$ cat src/rtl/evm_key_pkg.sv
// Shared widths, defaults and FSM state type for the final-key schedule.
package evm_key_pkg;

   localparam int unsigned KEY_W = 64;
   localparam int unsigned SID_W = 16;
   localparam int unsigned CTR_W = 8;

   localparam int unsigned DEF_ROUNDS = 16;
   localparam int unsigned DEF_ROT    = 13;

   typedef enum logic [1:0] {
      IDLE = 2'd0,
      RUN  = 2'd1,
      DONE = 2'd2
   } state_t;

endpackage

$ cat src/rtl/final_key_generator_key_round.sv
// One key-schedule round: rotl(k,ROT) ^ (k>>3) ^ {4{sid}} ^ zero_ext(i).
module key_round
   import evm_key_pkg::*;
#(
   parameter int unsigned ROT = DEF_ROT
) (
   input  logic [0:KEY_W-1] k,
   input  logic [0:SID_W-1] sid,
   input  logic [0:CTR_W-1] i,
   output logic [0:KEY_W-1] k_next
);

   logic [KEY_W-1:0] kv;
   logic [KEY_W-1:0] rotated;
   logic [KEY_W-1:0] shifted;
   logic [KEY_W-1:0] mix;

   // Index 0 of the ascending ports is the MSB, so a plain copy keeps integer value.
   always_comb begin
      kv      = k;
      rotated = (kv << ROT) | (kv >> (KEY_W - ROT));
      shifted = kv >> 3;
      mix     = {4{sid}} ^ {{(KEY_W - CTR_W){1'b0}}, i};
      k_next  = rotated ^ shifted ^ mix;
   end

endmodule

$ cat src/rtl/final_key_generator.sv
// Iterative key schedule: expands seed_key/session_id over ROUNDS clocked rounds.
module final_key_generator
   import evm_key_pkg::*;
#(
   parameter int unsigned ROUNDS = DEF_ROUNDS,
   parameter int unsigned ROT    = DEF_ROT
) (
   input  logic            clk,
   input  logic            rst,
   input  logic            start,
   input  logic            abort,
   input  logic [0:63]     seed_key,
   input  logic [0:15]     session_id,
   output logic            busy,
   output logic            done,
   output logic            key_valid,
   output logic [0:63]     final_key
);

   localparam logic [CTR_W-1:0] LAST = CTR_W'(ROUNDS - 1);

   state_t           state;
   state_t           state_next;
   logic [KEY_W-1:0] k;
   logic [KEY_W-1:0] k_round;
   logic [SID_W-1:0] sid;
   logic [CTR_W-1:0] ctr;

   key_round #(
      .ROT(ROT)
   ) u_round (
      .k      (k),
      .sid    (sid),
      .i      (ctr),
      .k_next (k_round)
   );

   always_ff @(posedge clk or posedge rst) begin
      if (rst) state <= IDLE;
      else     state <= state_next;
   end

   always_comb begin
      state_next = state;
      busy       = (state != IDLE);
      case (state)
         IDLE:    if (start && !abort) state_next = RUN;
         RUN:     if (abort)            state_next = IDLE;
                  else if (ctr == LAST) state_next = DONE;
         DONE:    state_next = IDLE;
         default: state_next = IDLE;
      endcase
   end

   always_ff @(posedge clk or posedge rst) begin
      if (rst) begin
         k         <= '0;
         sid       <= '0;
         ctr       <= '0;
         done      <= 1'b0;
         key_valid <= 1'b0;
         final_key <= '0;
      end else begin
         done <= 1'b0;
         case (state)
            IDLE: begin
               if (abort) begin
                  key_valid <= 1'b0;
               end else if (start) begin
                  k         <= seed_key;
                  sid       <= session_id;
                  ctr       <= '0;
                  key_valid <= 1'b0;
               end
            end
            RUN: begin
               if (abort) begin
                  ctr       <= '0;
                  key_valid <= 1'b0;
               end else begin
                  k   <= k_round;
                  ctr <= ctr + 1'b1;
               end
            end
            DONE: begin
               ctr <= '0;
               if (abort) begin
                  key_valid <= 1'b0;
               end else begin
                  final_key <= k;
                  done      <= 1'b1;
                  key_valid <= 1'b1;
               end
            end
            default: ;
         endcase
      end
   end

endmodule

$ cat config.mk
export PLATFORM = sky130hd
export DESIGN_NAME = final_key_generator
export DESIGN_NICKNAME = d
export VERILOG_FILES = /design/src/rtl/evm_key_pkg.sv /design/src/rtl/final_key_generator_key_round.sv /design/src/rtl/final_key_generator.sv
export SDC_FILE = /design/constraint.sdc
export NUM_CORES = 1
export LEC_CHECK = 0
export CAP_MARGIN = 20
export CORE_MARGIN = 2
export CORE_UTILIZATION = 55
export DETAILED_ROUTE_END_ITERATION = 10
export PLACE_DENSITY = 0.85
export SETUP_SLACK_MARGIN = 0.4
export SYNTH_ARGS = -nofsm -noshare
export SYNTH_HDL_FRONTEND = slang
export SYNTH_SLANG_ARGS = --single-unit
export TNS_END_PERCENT = 50
$ cat constraint.sdc
create_clock -name clk -period 9.65 [get_ports clk]
set_input_delay 1.93 -clock clk [delete_from_list [all_inputs] [get_ports clk]]
set_output_delay 1.93 -clock clk [all_outputs]
set_load 0.005 [all_outputs]
==> results of run 1 <==
## where the power goes
group	switching (mW)	leakage (nW)	internal [mW]	total, mW
Clock	0.268	0.268	0.394	0.662
Sequential	0.199	2.03	0.778	0.977
Combinational	0.325	1.93	0.289	0.614
Total	0.792	4.22	1.46	2.25
## final cells by class
class                      count  area (um^2)
sequential                   156         3900
fill                         856         3610
multi-input combinational    427         3190
timing repair buffer         158         1570
clock buffer                  22          464
tap                          176          220
clock inverter                10          116
inverter                       2         12.5
## placed cells by master, fill, tap and decap left out, types with 2 or more instances in the layout
| cell | instances |
|---|---|
| clkbuf_16 | 17 |
| clkinvlp_4 | 5 |
| o221ai_1 | 61 |
| nor2_1 | 7 |
| clkdlybuf4s50_1 | 150 |
| mux2_2 | 80 |
| nor2b_1 | 2 |
| nand3_1 | 3 |
| buf_4 | 7 |
| o31ai_1 | 3 |
| xnor2_1 | 51 |
| clkbuf_1 | 3 |
| clkinv_2 | 2 |
| dfrtp_1 | 156 |
| nand2_1 | 133 |
| bufinv_16 | 2 |
| o21ai_0 | 13 |
| xor2_1 | 54 |
| clkbuf_8 | 2 |
| a21oi_1 | 2 |
## cell usage after synthesis
cell type,number
dfrtp_1,156
nand2_1,133
mux2_2,80
o221ai_1,61
xor2_1,54
xnor2_1,51
clkbuf_1,16
o21ai_0,14
buf_2,13
nor2_1,7
buf_4,5
buf_1,3
buf_6,3
nand3_1,3
o31ai_1,3
a21oi_1,2
inv_1,2
nand2b_1,2
nor2b_1,2
a21o_1,1
a22o_1,1
and2_1,1
and3_1,1
ha_1,1
nor3_1,1
nor3b_1,1
nor3b_2,1
nor4b_4,1
o21ai_1,1
o31a_1,1
o41ai_2,1
or2_2,1
or3b_1,1
or4_1,1
## worst max-delay path: cells and delay by family, from the launching register on
family / cells / cell delay [ns]
flops: 1 / 0.53
buf+inv: 1 / 0.44
simple gates: 1 / 0.38
## flip-flops by register name (all words and copies together) (netlist names)
register / flops
final_key: 64
k: 64
sid: 16
ctr: 8
state: 2
done: 1
key_valid: 1
## cell families (layout without fill, tap and decap cells)
| family | count (synthesis) | after routing |
|---|---|---|
| AOI/OAI and AO/OA | 85 | 85 |
| xor gates and xnor gates | 105 | 105 |
| adders and majority gates | 1 | 1 |
| buffers and inverters | 42 | 192 |
| DFF | 156 | 156 |
| muxes | 80 | 80 |
| and+or+nand+nor | 156 | 156 |
## per-stage QoR
step,hold slack (ns),cell area [um^2],instances
after floorplan,0.474,7280,625
after global placement,0.461,8880,918
after detailed placement,0.496,8880,918
after CTS,0.510,9460,950
after global routing,0.517,9480,951
final,0.506,9480,951
## layer usage
layer,vias up,wire length (um)
li1,2464,-
met1,2789,8200
met2,280,9700
met3,38,1460
met4,0,501
met5,-,0
## how the worst max path moves through the flow
stage,cells after the start,slack [ns],start,endpoint
after floorplan,1,3.51,rst,ctr[0]$_DFFE_PP0P_
after global placement,5,5.57,abort,k[46]$_DFFE_PP0P_
after detailed placement,5,5.39,abort,k[55]$_DFFE_PP0P_
after CTS,5,5.84,abort,k[47]$_DFFE_PP0P_
after global routing,6,5.84,abort,k[58]$_DFFE_PP0P_
final,2,5.94,state[0]$_DFFE_PP0P_,busy
==> metrics.cfg, run 1 <==
[yosys]
synth_xor_area_share_pct = 12.6
synth_top_area_share_pct = 53.6
seq_area_frac_synth_pct = 53.6
netlist_instances = 625
ys_ff_latch = 156
synth_top_family_by_area = XOR/XNOR gates
synthMuxAreaShare_pct = 12.4
synth_nets = 710
yosys-top-cells-area = dfrtp_1, mux2_2, o221ai_1
syn-cell-area_um2 = 7280
synth-simple-area-share_pct = 8.91
synth_adder_area_share_pct = 0.172
synth.avg_cell_area_um2 = 11.7
yosysWarnings = 0
synth_top_cell_by_area = dfrtp_1
synth_compound_area_share_pct = 9.38
yosysUniqueCellTypes = 34

[cts]
cts_tree = built
htreeDepth = 4
clkLatencyLatePin_ns = 0.43
cts_sinks = 156
clk_path_buf_depth = 2
root_buffer = clkbuf_16
cts_hold_buf = 0
cts-resized-gates = 0
postCtsSetupBuffers = 0
clkTransAtPathRegs_ns = 0.06
cts_buffers = 17

[routing]
vias = 5571
wl_per_cell_um = 20.9
avgViaCountPerCell = 5.86
finalWirelength_mm = 19.9
ant_nets = 0
drc = 0
firstDrtPassIters = 5
drt-initial-drc-count = 632

[sta]
skew_ns = 0.00930
rsz0062_at_grt = false
worst_slack_ns = 5.94
relSlewSlack_pct = 43.0
fin_crit_ns = 3.71
worst_pin_slew_ns = 0.855
fin_tns_setup_ns = 0
hold_viol = 0
slew_violations = 0
finalSetupViolCount = 0
fmax_mhz = 270
period_share_pct = 38.5

[setup_path]
timing.rr.start = state[1]$_DFFE_PP0P_
criticalPathCategory = flop to primary output
rr_endpoint = k[58]$_DFFE_PP0P_
path_max_fanout = 9
end_kind = primary output
ff2ff_setup_slack_ns = 7.57
cp.arrival_ns = 1.78
crit_required_ns = 7.72
cpPeakStageDelay_ns = 0.53
worstSetupStartpointType = flop
worstRegToRegCells = 4
crit_chain = or2_2 -> clkdlybuf4s50_1
worst_path_max_delay_cell = dfrtp_1

[die]
die_area_um2 = 14200
initial_utilization_pct = 55.7
core-area_um2 = 13100
die_w_um = 119
die_h_um = 119
ios = 151
rows = 42

[placement]
gp_congestion = 0.897
dp_hpwl_mm = 13.5
port_buffers = 150
pre_cts_slack_ns = 5.39

[grt]
grt_pass1_wl_mm = 30.5
grt_max_degree = 129
top_usage_layer = met2
met2_usage_pct = 45.6
grt_pass1_vias = 5642
met1_usage_pct = 37.9
grt_use_met3_pct = 6.13
grtUsageTotal_pct = 28.5
grt.overflow.total = 0
antenna_found_initial = 0

[finish]
syn_to_final_growth_pct = 30.1
drive_above_1_share_pct = 16.1
nets = 847
antennaDiodeCount = 0
post-route-util_pct = 72.4

[power_and_ir_drop]
ir_worst_vdd_mv = 0.147
power_mw = 2.25
power.leakage_nw = 4.22
cellPowerDensity_nw_per_um2 = 238

[min_path]
hold_start = final_key[25]$_DFFE_PP0P_
hold_class = flop to flop
whs_endpoint = final_key[25]$_DFFE_PP0P_
hold_depth = 1

[outcome]
status = complete, no violations

[job]
max_cap_violations = 0

Note: power is estimated with default switching activity, not from simulation.
==> run 2, diff against run 1 <==
- CORE_UTILIZATION: 55 -> 52
- PLACE_DENSITY: 0.85 -> 0.81
- clock period: 9.65 -> 3.5 ns (I/O delays scaled with it)
==> run 2 against run 1 <==
Compared with the run above:
- clock skew hardly changed
- die area is 5.6% higher
- design area is 0.87% higher
- routed wire length is 0.34% lower
- non-clock buffer count is 1 higher
- cell count is 0.53% higher
- flip-flop and latch count stayed put
- global-route usage is 1.3 points lower
==> metrics.cfg, run 2 (synthesis gave the netlist of run 1 again) <==
[min_path]
whs_endpoint = key_valid$_DFFE_PP0P_
hold_class = flop to flop
hold_start = key_valid$_DFFE_PP0P_
hold_depth = 1

[finish]
final_common_cell = dfrtp_1
mostFrequentLayoutCells = dfrtp_1, clkdlybuf4s50_1, nand2_1
post-route-util_pct = 69.4
syn_to_final_growth_pct = 31.2
drive_above_1_share_pct = 16.2
nets = 848
antennaDiodeCount = 0
reg_top3 = final_key (64), k (64), sid (16)
design_area_um2 = 9560

[routing]
drc = 0
route.met2.wl_mm = 9.48
wl_met3_mm = 1.50
avgViaCountPerCell = 5.84
firstDrtPassIters = 5
dr.max_layer_used = met4
ant_nets = 0
vias = 5581
drt-initial-drc-count = 603
wl_met1_mm = 8.43
wl_per_cell_um = 20.7
finalWirelength_mm = 19.8

[outcome]
status = complete, no violations

[power_and_ir_drop]
ir_worst_vdd_mv = 0.429
switching_share_pct = 34.4
clockPowerShare_pct = 30.8
p_switching_mw = 2.19
p_seq_share_pct = 42.3
intPower_mw = 4.18
cellPowerDensity_nw_per_um2 = 666
power.leakage_nw = 4.26
pwr-share-comb_pct = 26.9

[setup_path]
cp.arrival_ns = 2.88
criticalPathCategory = input pin to flop
ff2ff_setup_slack_ns = 1.26
critPathLaunch = abort
worstSetupStartpointType = input pin
timing.rr.start = state[0]$_DFFE_PP0P_
rr_endpoint = k[34]$_DFFE_PP0P_
path_max_fanout = 40
worstRegToRegCells = 3
crit_required_ns = 3.78
end_kind = flop

[sta]
fmax_mhz = 384
relSlewSlack_pct = 38.6
rsz0062_at_grt = false
slew_violations = 0
fin_crit_ns = 2.60
fin_tns_setup_ns = 0
hold_viol = 0
skew_ns = 0.00902
finalSetupViolCount = 0
period_share_pct = 74.4
worst_pin_slew_ns = 0.921

[die]
ios = 151
core-area_um2 = 13800
initial_utilization_pct = 52.9
die_w_um = 122
die_area_um2 = 15000
die_h_um = 122
rows = 43

[placement]
dp_hpwl_mm = 13.8
port_buffers = 150
place_area_um2 = 8930
gp_congestion = 0.902

[grt]
antenna_found_initial = 0
grt_pass1_vias = 5592
grt.overflow.total = 0
grt_pass1_wl_mm = 30.4
grt_max_degree = 157
grtUsageTotal_pct = 27.1

[cts]
cts_hold_buf = 0
cts_sinks = 156
clk_path_buf_depth = 2
cts_tree = built
cts_buffers = 17
clkLatencyLatePin_ns = 0.43
postCtsSetupBuffers = 0
cts-resized-gates = 0
clkTransAtPathRegs_ns = 0.06
root_buffer = clkbuf_16
htreeDepth = 4

[job]
max_cap_violations = 0

run 2: cell count changes in the layout (fill, tap and decap cells not counted):
cell | previous run | this run
bufinv_16 | 2 | 4
buf_4 | 7 | 6
clkinvlp_4 | 5 | 3
buf_12 | 1 | 3
run 2: worst max path at each step:
stage                    endpoint
2_1_floorplan  ctr[0]$_DFFE_PP0P_
3_3_place_gp    k[10]$_DFFE_PP0P_
3_5_place_dp    k[29]$_DFFE_PP0P_
4_1_cts         k[18]$_DFFE_PP0P_
5_1_grt         k[18]$_DFFE_PP0P_
6_report        k[34]$_DFFE_PP0P_
run 2: worst max-delay path, cell delays in order:
cell             delay (ns)
clkdlybuf4s50_1        0.69
or3b_2                 0.78
buf_4                  0.49
o221ai_1               0.20
run 2: per-layer routing:
| layer | track usage, % | vias up |
|---|---|---|
| met5 | 0 | - |
| met4 | 8.76 | 0 |
| met3 | 6.27 | 34 |
| met2 | 43.1 | 267 |
| met1 | 37.2 | 2814 |
| li1 | - | 2466 |
run 2: cell type report:
class                   count  area [um^2]
clock inverters            10          163
inverters                   2         11.3
repair buffers            159         1610
fillers                   975         4210
multi-input cells         427         3190
flip-flops and latches    156         3900
clock buffers              22          464
well taps                 180          225
run 2: power groups by stage:
stage / Combinational, mW / Sequential (mW) / Clock, mW
floorplan: 1.24 / 2.48 / 0
global placement: 1.59 / 2.69 / 0
detailed placement: 1.65 / 2.70 / 0
CTS: 1.69 / 2.68 / 1.97
global route: 1.84 / 2.73 / 2.04
finish: 1.71 / 2.69 / 1.96
run 2: metrics by stage:
| stage | worst slack (ns) | std cells | hold WS (ns) | total power, mW |
|---|---|---|---|---|
| after floorplan | 0.827 | 625 | 0.474 | 3.71 |
| after global placement | 0.639 | 924 | 0.464 | 4.27 |
| after detailed placement | 0.558 | 924 | 0.473 | 4.36 |
| after CTS | 0.976 | 956 | 0.485 | 6.34 |
| after global routing | 0.840 | 956 | 0.514 | 6.61 |
| final | 0.897 | 956 | 0.484 | 6.37 |
==> run 3, diff against run 2 <==
- clock period: 3.5 -> 2.5 ns (I/O delays scaled with it)
==> run 3 against run 2 <==
Compared with the run above:
- critical path type unchanged
- clock skew is 0.0030 ns lower
- sequential power is 40% higher
- routed wire length is 0.77% higher
- non-clock buffer count is 7 higher
==> metrics.cfg, run 3 (synthesis gave the netlist of run 1 again) <==
[cts]
htreeDepth = 4
clkLatencyLatePin_ns = 0.42
clk_path_buf_depth = 2
cts_tree = built
root_buffer = clkbuf_16
clkTransAtPathRegs_ns = 0.06
cts_hold_buf = 0
cts_sinks = 156
cts_buffers = 17

[power_and_ir_drop]
power_mw = 9.03
cellPowerDensity_nw_per_um2 = 927
power.leakage_nw = 4.36
ir_worst_vdd_mv = 0.483

[min_path]
whs_endpoint = key_valid$_DFFE_PP0P_
hold_class = flop to flop
hold_start = key_valid$_DFFE_PP0P_
hold_depth = 1

[routing]
drt-initial-drc-count = 574
ant_nets = 0
firstDrtPassIters = 5
wl_per_cell_um = 20.7
finalWirelength_mm = 20.0
drc = 0
vias = 5559
avgViaCountPerCell = 5.77

[setup_path]
path_max_fanout = 23
rr_endpoint = k[25]$_DFFE_PP0P_
worstSetupStartpointType = input pin
cp.arrival_ns = 2.34
crit_required_ns = 2.82
worstRegToRegCells = 4
end_kind = flop
worst_path_max_delay_cell = or3b_2
path_buf_inv = 2
crit_chain = clkdlybuf4s50_1 -> or3b_2 -> buf_4 -> o221ai_1
path_delay_family = buffers and inverters
cp.depth = 4
timing.rr.start = state[0]$_DFFE_PP0P_
criticalPathCategory = input pin to flop
ff2ff_setup_slack_ns = 0.69
cpPeakStageDelay_ns = 0.71

[placement]
place_area_um2 = 9060
port_buffers = 150
dp_hpwl_mm = 14.4
gp_congestion = 0.936

[sta]
worst_pin_slew_ns = 0.648
hold_ws_ns = 0.485
relSlewSlack_pct = 56.7
finalSetupViolCount = 0
rsz0062_at_grt = false
fin_tns_setup_ns = 0
hold_viol = 0
fin_crit_ns = 2.02
fmax_mhz = 495
period_share_pct = 80.8
skew_ns = 0.00602
slew_violations = 0

[finish]
reg_top3 = final_key (64), k (64), sid (16)
drive_above_1_share_pct = 17.2
fill_cells = 957
nets = 855
final_common_cell = dfrtp_1
post-route-util_pct = 70.7
ff_latch_area_um2 = 3910
syn_to_final_growth_pct = 33.6
mostFrequentLayoutCells = dfrtp_1, clkdlybuf4s50_1, nand2_1
antennaDiodeCount = 0
multi_input_area_um2 = 3190
design_area_um2 = 9740

[grt]
top_usage_layer = met2
grt.overflow.total = 0
antenna_found_initial = 0
grt_pass1_vias = 5640
grt_use_met3_pct = 6.09
grtUsageTotal_pct = 28.1
grt_pass1_wl_mm = 31.2
met2_usage_pct = 43.6
grt_max_degree = 73
met1_usage_pct = 38.6

[die]
initial_utilization_pct = 52.9
core-area_um2 = 13800
ios = 151
rows = 43
die_h_um = 122
die_w_um = 122
die_area_um2 = 15000

[outcome]
status = complete, no violations

[job]
max_cap_violations = 0

run 3: cell types whose count changed in the layout (fill, tap and decap cells not counted), sizes merged:
cell	change
buf	+7
clkbuf	+5
clkinv	-2
clkinvlp	-2
clkdlybuf4s50	-1
dlymetal6s2s	+1
inv	-1
run 3: power breakdown:
group | switching [mW] | internal (mW) | total (mW)
clock | 0.978 | 1.86 | 2.84
sequential | 0.770 | 3.00 | 3.77
combinational | 1.27 | 1.14 | 2.42
total | 3.02 | 6.01 | 9.03
run 3: layer usage:
layer  up-vias  wire length, um
li1       2468                -
met1      2785             8510
met2       266             9590
met3        40             1370
met4         0              481
met5         -                0
run 3: timing repair:
item / 4_1_cts / 5_1_grt
gates resized for setup: 2 / 1
buffers inserted: 2 / 0
endpoints found under the setup margin: 1 / 1
run 3: worst max-delay path by stage:
| stage | startpoint | to |
|---|---|---|
| 6_report | abort | k[25]$_DFFE_PP0P_ |
| 5_1_grt | abort | k[25]$_DFFE_PP0P_ |
| 4_1_cts | state[0]$_DFFE_PP0P_ | busy |
| 3_5_place_dp | abort | k[18]$_DFFE_PP0P_ |
| 3_3_place_gp | abort | ctr[5]$_DFFE_PP0P_ |
| 2_1_floorplan | rst | ctr[0]$_DFFE_PP0P_ |
run 3: final cells by class:
type                            instances  area share (%)
Sequential cell                       156            40.1
Multi-Input combinational cell        427            32.7
Timing Repair Buffer                  166            18.0
Clock buffer                           27            5.47
Tap cell                              180            2.31
Clock inverter                          5            1.29
Inverter                                2           0.116
run 3: through the flow:
| stage | instances | setup slack [ns] |
|---|---|---|
| after global placement | 929 | 0.198 |
| after CTS | 963 | 0.406 |
| final | 963 | 0.480 |
| after detailed placement | 929 | 0.102 |
| after global routing | 963 | 0.415 |
| after floorplan | 625 | 0.0271 |
